<file path="config.mk">
export PLATFORM = sky130hd
export DESIGN_NAME = pc_sequencer_flat
export DESIGN_NICKNAME = d
export VERILOG_FILES = /design/src/rtl/pc_sequencer_if.sv /design/src/rtl/pc_sequencer.sv /design/src/flat_wrapper.sv
export SDC_FILE = /design/constraint.sdc
export NUM_CORES = 1
export LEC_CHECK = 0
export BUFFER_PORTS_ARGS = -buffer_cell sky130_fd_sc_hd__buf_4
export CELL_PAD_IN_SITES_DETAIL_PLACEMENT = 2
export CELL_PAD_IN_SITES_GLOBAL_PLACEMENT = 2
export CORE_MARGIN = 5
export CORE_UTILIZATION = 32
export CTS_BUF_LIST = sky130_fd_sc_hd__clkbuf_2
export DETAILED_ROUTE_END_ITERATION = 10
export GPL_TIMING_DRIVEN = 0
export PLACE_DENSITY_LB_ADDON = 0.1
export SLEW_MARGIN = 5
export SYNTH_ARGS = -nofsm -noshare
export SYNTH_HDL_FRONTEND = slang
export SYNTH_SLANG_ARGS = --single-unit
</file>
<file path="constraint.sdc">
create_clock -name clk -period 2.7 [get_ports clk]
set_input_delay 0.27 -clock clk [delete_from_list [all_inputs] [get_ports clk]]
set_output_delay 0.27 -clock clk [all_outputs]
set_load 0.01 [all_outputs]
</file>
<file path="src/rtl/pc_sequencer_if.sv">
// Bundle of fetch-side and branch-side signals that connect the PC sequencer
// to the branch unit, the instruction memory and the downstream pipeline.
interface pc_sequencer_if;
    logic        stall;
    logic        br_valid;
    logic        br_uncond;
    logic        br_zero;
    logic [11:0] br_target;
    logic        imem_ack;
    logic        imem_req;
    logic [11:0] imem_addr;
    logic [11:0] pc;
    logic        brcond;
    logic        fetch_valid;
    logic        flush;

    // Sequencer side
    modport master (
        input  stall,
        input  br_valid,
        input  br_uncond,
        input  br_zero,
        input  br_target,
        input  imem_ack,
        output imem_req,
        output imem_addr,
        output pc,
        output brcond,
        output fetch_valid,
        output flush
    );

    // Environment side: branch unit, instruction memory and pipeline
    modport slave (
        output stall,
        output br_valid,
        output br_uncond,
        output br_zero,
        output br_target,
        output imem_ack,
        input  imem_req,
        input  imem_addr,
        input  pc,
        input  brcond,
        input  fetch_valid,
        input  flush
    );
endinterface

</file>
<file path="src/rtl/pc_sequencer.sv">
// Program-counter sequencer: issues instruction fetches, steps the PC, and
// applies resolved branches, deferring a redirect while a fetch is outstanding.
module pc_sequencer #(
    parameter logic [11:0] RESET_PC = 12'd0,
    parameter logic [11:0] PC_STEP  = 12'd4
) (
    input  logic           clk,
    input  logic           reset,
    pc_sequencer_if.master bus
);

    typedef enum logic [1:0] {
        BOOT     = 2'd0,
        FETCH    = 2'd1,
        STALL    = 2'd2,
        REDIRECT = 2'd3
    } state_e;

    state_e      state_q, state_d;
    logic [11:0] pc_q, pc_d;
    logic [11:0] redir_q, redir_d;

    logic        brcond;
    logic [11:0] pcInc;
    logic [11:0] nextPc;
    logic        imemReq;
    logic        fetchValid;
    logic        flush;

    assign brcond = bus.br_valid & (bus.br_uncond | bus.br_zero);
    assign pcInc  = pc_q + PC_STEP;
    assign nextPc = brcond ? bus.br_target : pcInc;

    // Outputs are decoded from the registered state, so reset reaches them
    // only through the state register.
    always_comb begin
        state_d    = state_q;
        pc_d       = pc_q;
        redir_d    = redir_q;
        imemReq    = 1'b0;
        fetchValid = 1'b0;
        flush      = 1'b0;

        unique case (state_q)
            BOOT: begin
                state_d = FETCH;
            end

            FETCH: begin
                imemReq = 1'b1;
                if (bus.imem_ack) begin
                    pc_d       = nextPc;
                    fetchValid = ~brcond;
                    flush      = brcond;
                    state_d    = bus.stall ? STALL : FETCH;
                end else if (brcond) begin
                    redir_d = bus.br_target;
                    state_d = REDIRECT;
                end
            end

            REDIRECT: begin
                // Request stays on the old PC until acked; a branch arriving
                // with the ack wins over the saved target.
                imemReq = 1'b1;
                if (bus.imem_ack) begin
                    pc_d    = brcond ? bus.br_target : redir_q;
                    flush   = 1'b1;
                    state_d = bus.stall ? STALL : FETCH;
                end else if (brcond) begin
                    redir_d = bus.br_target;
                end
            end

            STALL: begin
                if (brcond) begin
                    pc_d  = bus.br_target;
                    flush = 1'b1;
                end
                state_d = bus.stall ? STALL : FETCH;
            end

            default: begin
                state_d = BOOT;
            end
        endcase
    end

    always_ff @(posedge clk) begin
        if (reset) begin
            state_q <= BOOT;
            pc_q    <= RESET_PC;
            redir_q <= 12'd0;
        end else begin
            state_q <= state_d;
            pc_q    <= pc_d;
            redir_q <= redir_d;
        end
    end

    assign bus.imem_req    = imemReq;
    assign bus.imem_addr   = pc_q;
    assign bus.pc          = pc_q;
    assign bus.brcond      = brcond;
    assign bus.fetch_valid = fetchValid;
    assign bus.flush       = flush;

    // An outstanding request must keep its address until the memory takes it.
    reqHeldUntilAck: assert property (
        @(posedge clk) disable iff (reset)
        (imemReq && !bus.imem_ack) |=> (imemReq && $stable(pc_q))
    );

    validFlushExclusive: assert property (
        @(posedge clk) disable iff (reset)
        !(fetchValid && flush)
    );

endmodule

</file>
<file path="src/flat_wrapper.sv">
// flat-port wrapper written by rule: the top's interface ports become plain ports
module pc_sequencer_flat 
#(
    parameter logic [11:0] RESET_PC = 12'd0,
    parameter logic [11:0] PC_STEP  = 12'd4
)
  (clk, reset, bus_stall, bus_br_valid, bus_br_uncond, bus_br_zero, bus_br_target, bus_imem_ack, bus_imem_req, bus_imem_addr, bus_pc, bus_brcond, bus_fetch_valid, bus_flush);
  pc_sequencer_if bus_i ();
  input  logic clk;
  input  logic reset;
  input wire logic [$bits(bus_i.stall)-1:0] bus_stall;
  input wire logic [$bits(bus_i.br_valid)-1:0] bus_br_valid;
  input wire logic [$bits(bus_i.br_uncond)-1:0] bus_br_uncond;
  input wire logic [$bits(bus_i.br_zero)-1:0] bus_br_zero;
  input wire logic [$bits(bus_i.br_target)-1:0] bus_br_target;
  input wire logic [$bits(bus_i.imem_ack)-1:0] bus_imem_ack;
  output wire logic [$bits(bus_i.imem_req)-1:0] bus_imem_req;
  output wire logic [$bits(bus_i.imem_addr)-1:0] bus_imem_addr;
  output wire logic [$bits(bus_i.pc)-1:0] bus_pc;
  output wire logic [$bits(bus_i.brcond)-1:0] bus_brcond;
  output wire logic [$bits(bus_i.fetch_valid)-1:0] bus_fetch_valid;
  output wire logic [$bits(bus_i.flush)-1:0] bus_flush;
  assign bus_i.stall = bus_stall;
  assign bus_i.br_valid = bus_br_valid;
  assign bus_i.br_uncond = bus_br_uncond;
  assign bus_i.br_zero = bus_br_zero;
  assign bus_i.br_target = bus_br_target;
  assign bus_i.imem_ack = bus_imem_ack;
  assign bus_imem_req = bus_i.imem_req;
  assign bus_imem_addr = bus_i.imem_addr;
  assign bus_pc = bus_i.pc;
  assign bus_brcond = bus_i.brcond;
  assign bus_fetch_valid = bus_i.fetch_valid;
  assign bus_flush = bus_i.flush;
  pc_sequencer #(.RESET_PC(RESET_PC), .PC_STEP(PC_STEP)) u_core (.clk(clk), .reset(reset), .bus(bus_i));
endmodule
</file>
==> reports/qor.yml <==
synth:
  ys_warn_count: 0
  syn_nets: 201
  ys.flop_type: "dfxtp_1"
  yosys.area_share.simple_pct: 19.2
  synth_edf_count: 0
  synthXorXnorAreaFrac_pct: 0.574
  synth_cells: 181
  yosysTopAreaCell: "dfxtp_1"
  seq_area_frac_synth_pct: 34.1
  synth_fa_ha_area_share_pct: 0.820
  syn_area_mm2: 0.00153
  synth_area_leaders: "dfxtp_1 (34%), mux2i_1 (11%), buf_4 (6.4%)"
  synth-async-reset-ratio_pct: 0
  ys_seq_elements: 26
  synth_compound_area_share_pct: 22.9
  synth_top_family_by_area: "compound AO/OA/AOI/OAI gates"
  ys_types: 47
  yosysTopAreaCellShare_pct: 34.1
  postSynthAreaPerCell_um2: 8.43
  synth.area.mux_share_pct: 11.2
clock_tree:
  clockRootBuffer: "clkbuf_2"
  cts_hold_buf: 0
  cts_sinks: 26
  postCtsSetupBuffers: 0
  path_clk_slew_ns: 0.25
  cts_buffers: 3
  cts_resized: 0
  cts_buffer_depth: 2
  h-tree-depth: 1
  clock_latency_ns: 0.38
  cts_tree: "built"
critical_path:
  crit_arrival_ns: 1.58
  worstReg2RegEnd: "u_core.redir_q[1]"
  r2r_start: "u_core.state_q[0]"
  cp.required_ns: 2.43
  crit_path_max_fanout: 10
  path_class: "reg -> out"
  startpoint: "u_core.state_q[1]"
  cp-endpoint: "bus_flush"
  cp-end-kind: "output port"
  reg2reg_depth: 6
  cp-start-kind: "flip-flop"
  r2r_slack_ns: 1.06
die:
  io_pins: 47
  core_mm2: 0.00466
  dieArea_mm2: 0.00625
  dieWidth_um: 79.0
  rows: 25
  start_util_pct: 32.7
  die_y_um: 79.0
grt:
  grt_overflow: 0
  grt_pass1_vias: 1704
  grt_pass1_wl_um: 8810
  antenna_found_initial: 0
  grt_max_degree: 14
  track_usage_pct: 18.3
sta:
  worst_pin_slew_ns: 0.626
  finalCritPeriodShare_pct: 68.4
  maxSlewHeadroom_pct: 58.3
  finalSetupViolCount: 0
  clock_skew_ns: 0.0170
  fin_crit_ns: 1.85
  hold_violations: 0
  grt_setup_unrepaired: "false"
  setup_tns_ns: 0
  fmax_ghz: 0.542
  slew_violations: 0
finish:
  final_cell_mix: "buf_4 (59), dfxtp_1 (26), mux2i_1 (17)"
  syn2layout_area_growth_pct: 28.1
  layout_commonest_cell: "buf_4"
  fillers: 550
  fin_nets: 252
  drive_above_1_share_pct: 32.2
  post-route-util_pct: 41.9
  antenna_cells: 0
min_path:
  hold_path.class: "in -> reg"
outcome:
  status: "finished clean"
place:
  place_congestion: 0.805
  port_buffers: 46
  place.detailed.hpwl_um: 4160
route:
  dr.pass1.iters: 2
  drt-total-wl_um: 5470
  drt-initial-drc-count: 27
  num_vias: 1537
  final_antenna_net_count: 0
  drc: 0
  viasPerCell: 5.41
  wire_per_inst_um: 19.2
power:
  leakage_nw: 0.814
  peakVddDrop_mv: 0.242
  p_per_area_mw_per_mm2: 410
flow_run:
  cap_violations: 0
==> cell usage after synthesis (2+ instances only) <==
| master | instances |
|---|---|
| a211oi_1 | 4 |
| a21oi_1 | 15 |
| and2_1 | 3 |
| and3_1 | 3 |
| and4_1 | 2 |
| buf_2 | 2 |
| buf_4 | 13 |
| buf_6 | 2 |
| clkbuf_1 | 6 |
| dfxtp_1 | 26 |
| inv_1 | 4 |
| mux2i_1 | 17 |
| nand2_1 | 14 |
| nand2b_1 | 2 |
| nand3_1 | 3 |
| nand4_1 | 2 |
| nor2_1 | 16 |
| nor2b_1 | 3 |
| nor3_1 | 3 |
| o21ai_0 | 10 |
| o221ai_1 | 2 |
| o31a_1 | 2 |
| o31ai_1 | 2 |
| o32ai_1 | 2 |
==> final cells by class <==
cell class,count,area (um2),area share [%]
plain buffers,23,153,7.82
clock buffers,3,15.0,0.769
inverters,5,18.8,0.961
multi-input cells,127,833,42.7
flip-flops and latches,26,520,26.6
well taps,54,67.6,3.46
repair buffers,46,345,17.7
==> worst min path at each step <==
stage / end / startpoint / slack (ns) / depth (start not counted)
floorplan: u_core.state_q[0] / bus_stall / 0.36 / 1
global placement: u_core.state_q[0] / bus_stall / 0.46 / 2
detailed placement: u_core.redir_q[8] / u_core.redir_q[8] / 0.48 / 2
CTS: u_core.state_q[0] / bus_stall / 0.05 / 2
global route: u_core.state_q[0] / bus_stall / 0.02 / 2
finish: u_core.state_q[0] / bus_stall / 0.07 / 2
==> cell families (layout without fill, tap and decap cells) <==
family	Yosys count	count (layout)
compound gates	51	51
xor+xnor	1	1
fa+ha+maj	1	1
buf+inv	28	77
flops	26	26
mux	17	17
simple gates	57	57
==> stage by stage <==
| stage | hold WS [ns] | cells | power (mW) | setup WS (ns) | cell area, um2 |
|---|---|---|---|---|---|
| 2_1_floorplan | 0.362 | 181 | 0.545 | 1.30 | 1530 |
| 3_3_place_gp | 0.459 | 281 | 0.641 | 1.00 | 1940 |
| 3_5_place_dp | 0.479 | 281 | 0.653 | 0.904 | 1940 |
| 4_1_cts | 0.0467 | 284 | 0.812 | 0.819 | 1950 |
| 5_1_grt | 0.0207 | 284 | 0.847 | 0.692 | 1950 |
| 6_report | 0.0739 | 284 | 0.800 | 0.854 | 1950 |
==> metal layers <==
layer	part of all wire (%)	GRT usage (%)	routed length, um
met2	50	32.2	2730
met3	3.5	4.08	192
met1	45	22.8	2470
met4	1.4	3.95	76
met5	0	0	0
==> critical path: stages (launching register included) <==
cell      delay (ns)
dfxtp_1         0.37
buf_4           0.17
nand2b_2        0.11
o21a_1          0.21
nor2_1          0.19
buf_4           0.16
==> registers in the layout, indices dropped and copies added (netlist names) <==
register and flops:
u_core.bus.imem_addr 12, u_core.state_q 2, u_core.redir_q 12
==> power by group <==
group / internal, mW / leakage [nW] / switching [mW]
Clock: 0.0301 / 0.0125 / 0.127
Sequential: 0.403 / 0.212 / 0.0221
Combinational: 0.104 / 0.590 / 0.114
Total: 0.536 / 0.814 / 0.263
(Power assumes the default switching activity.)
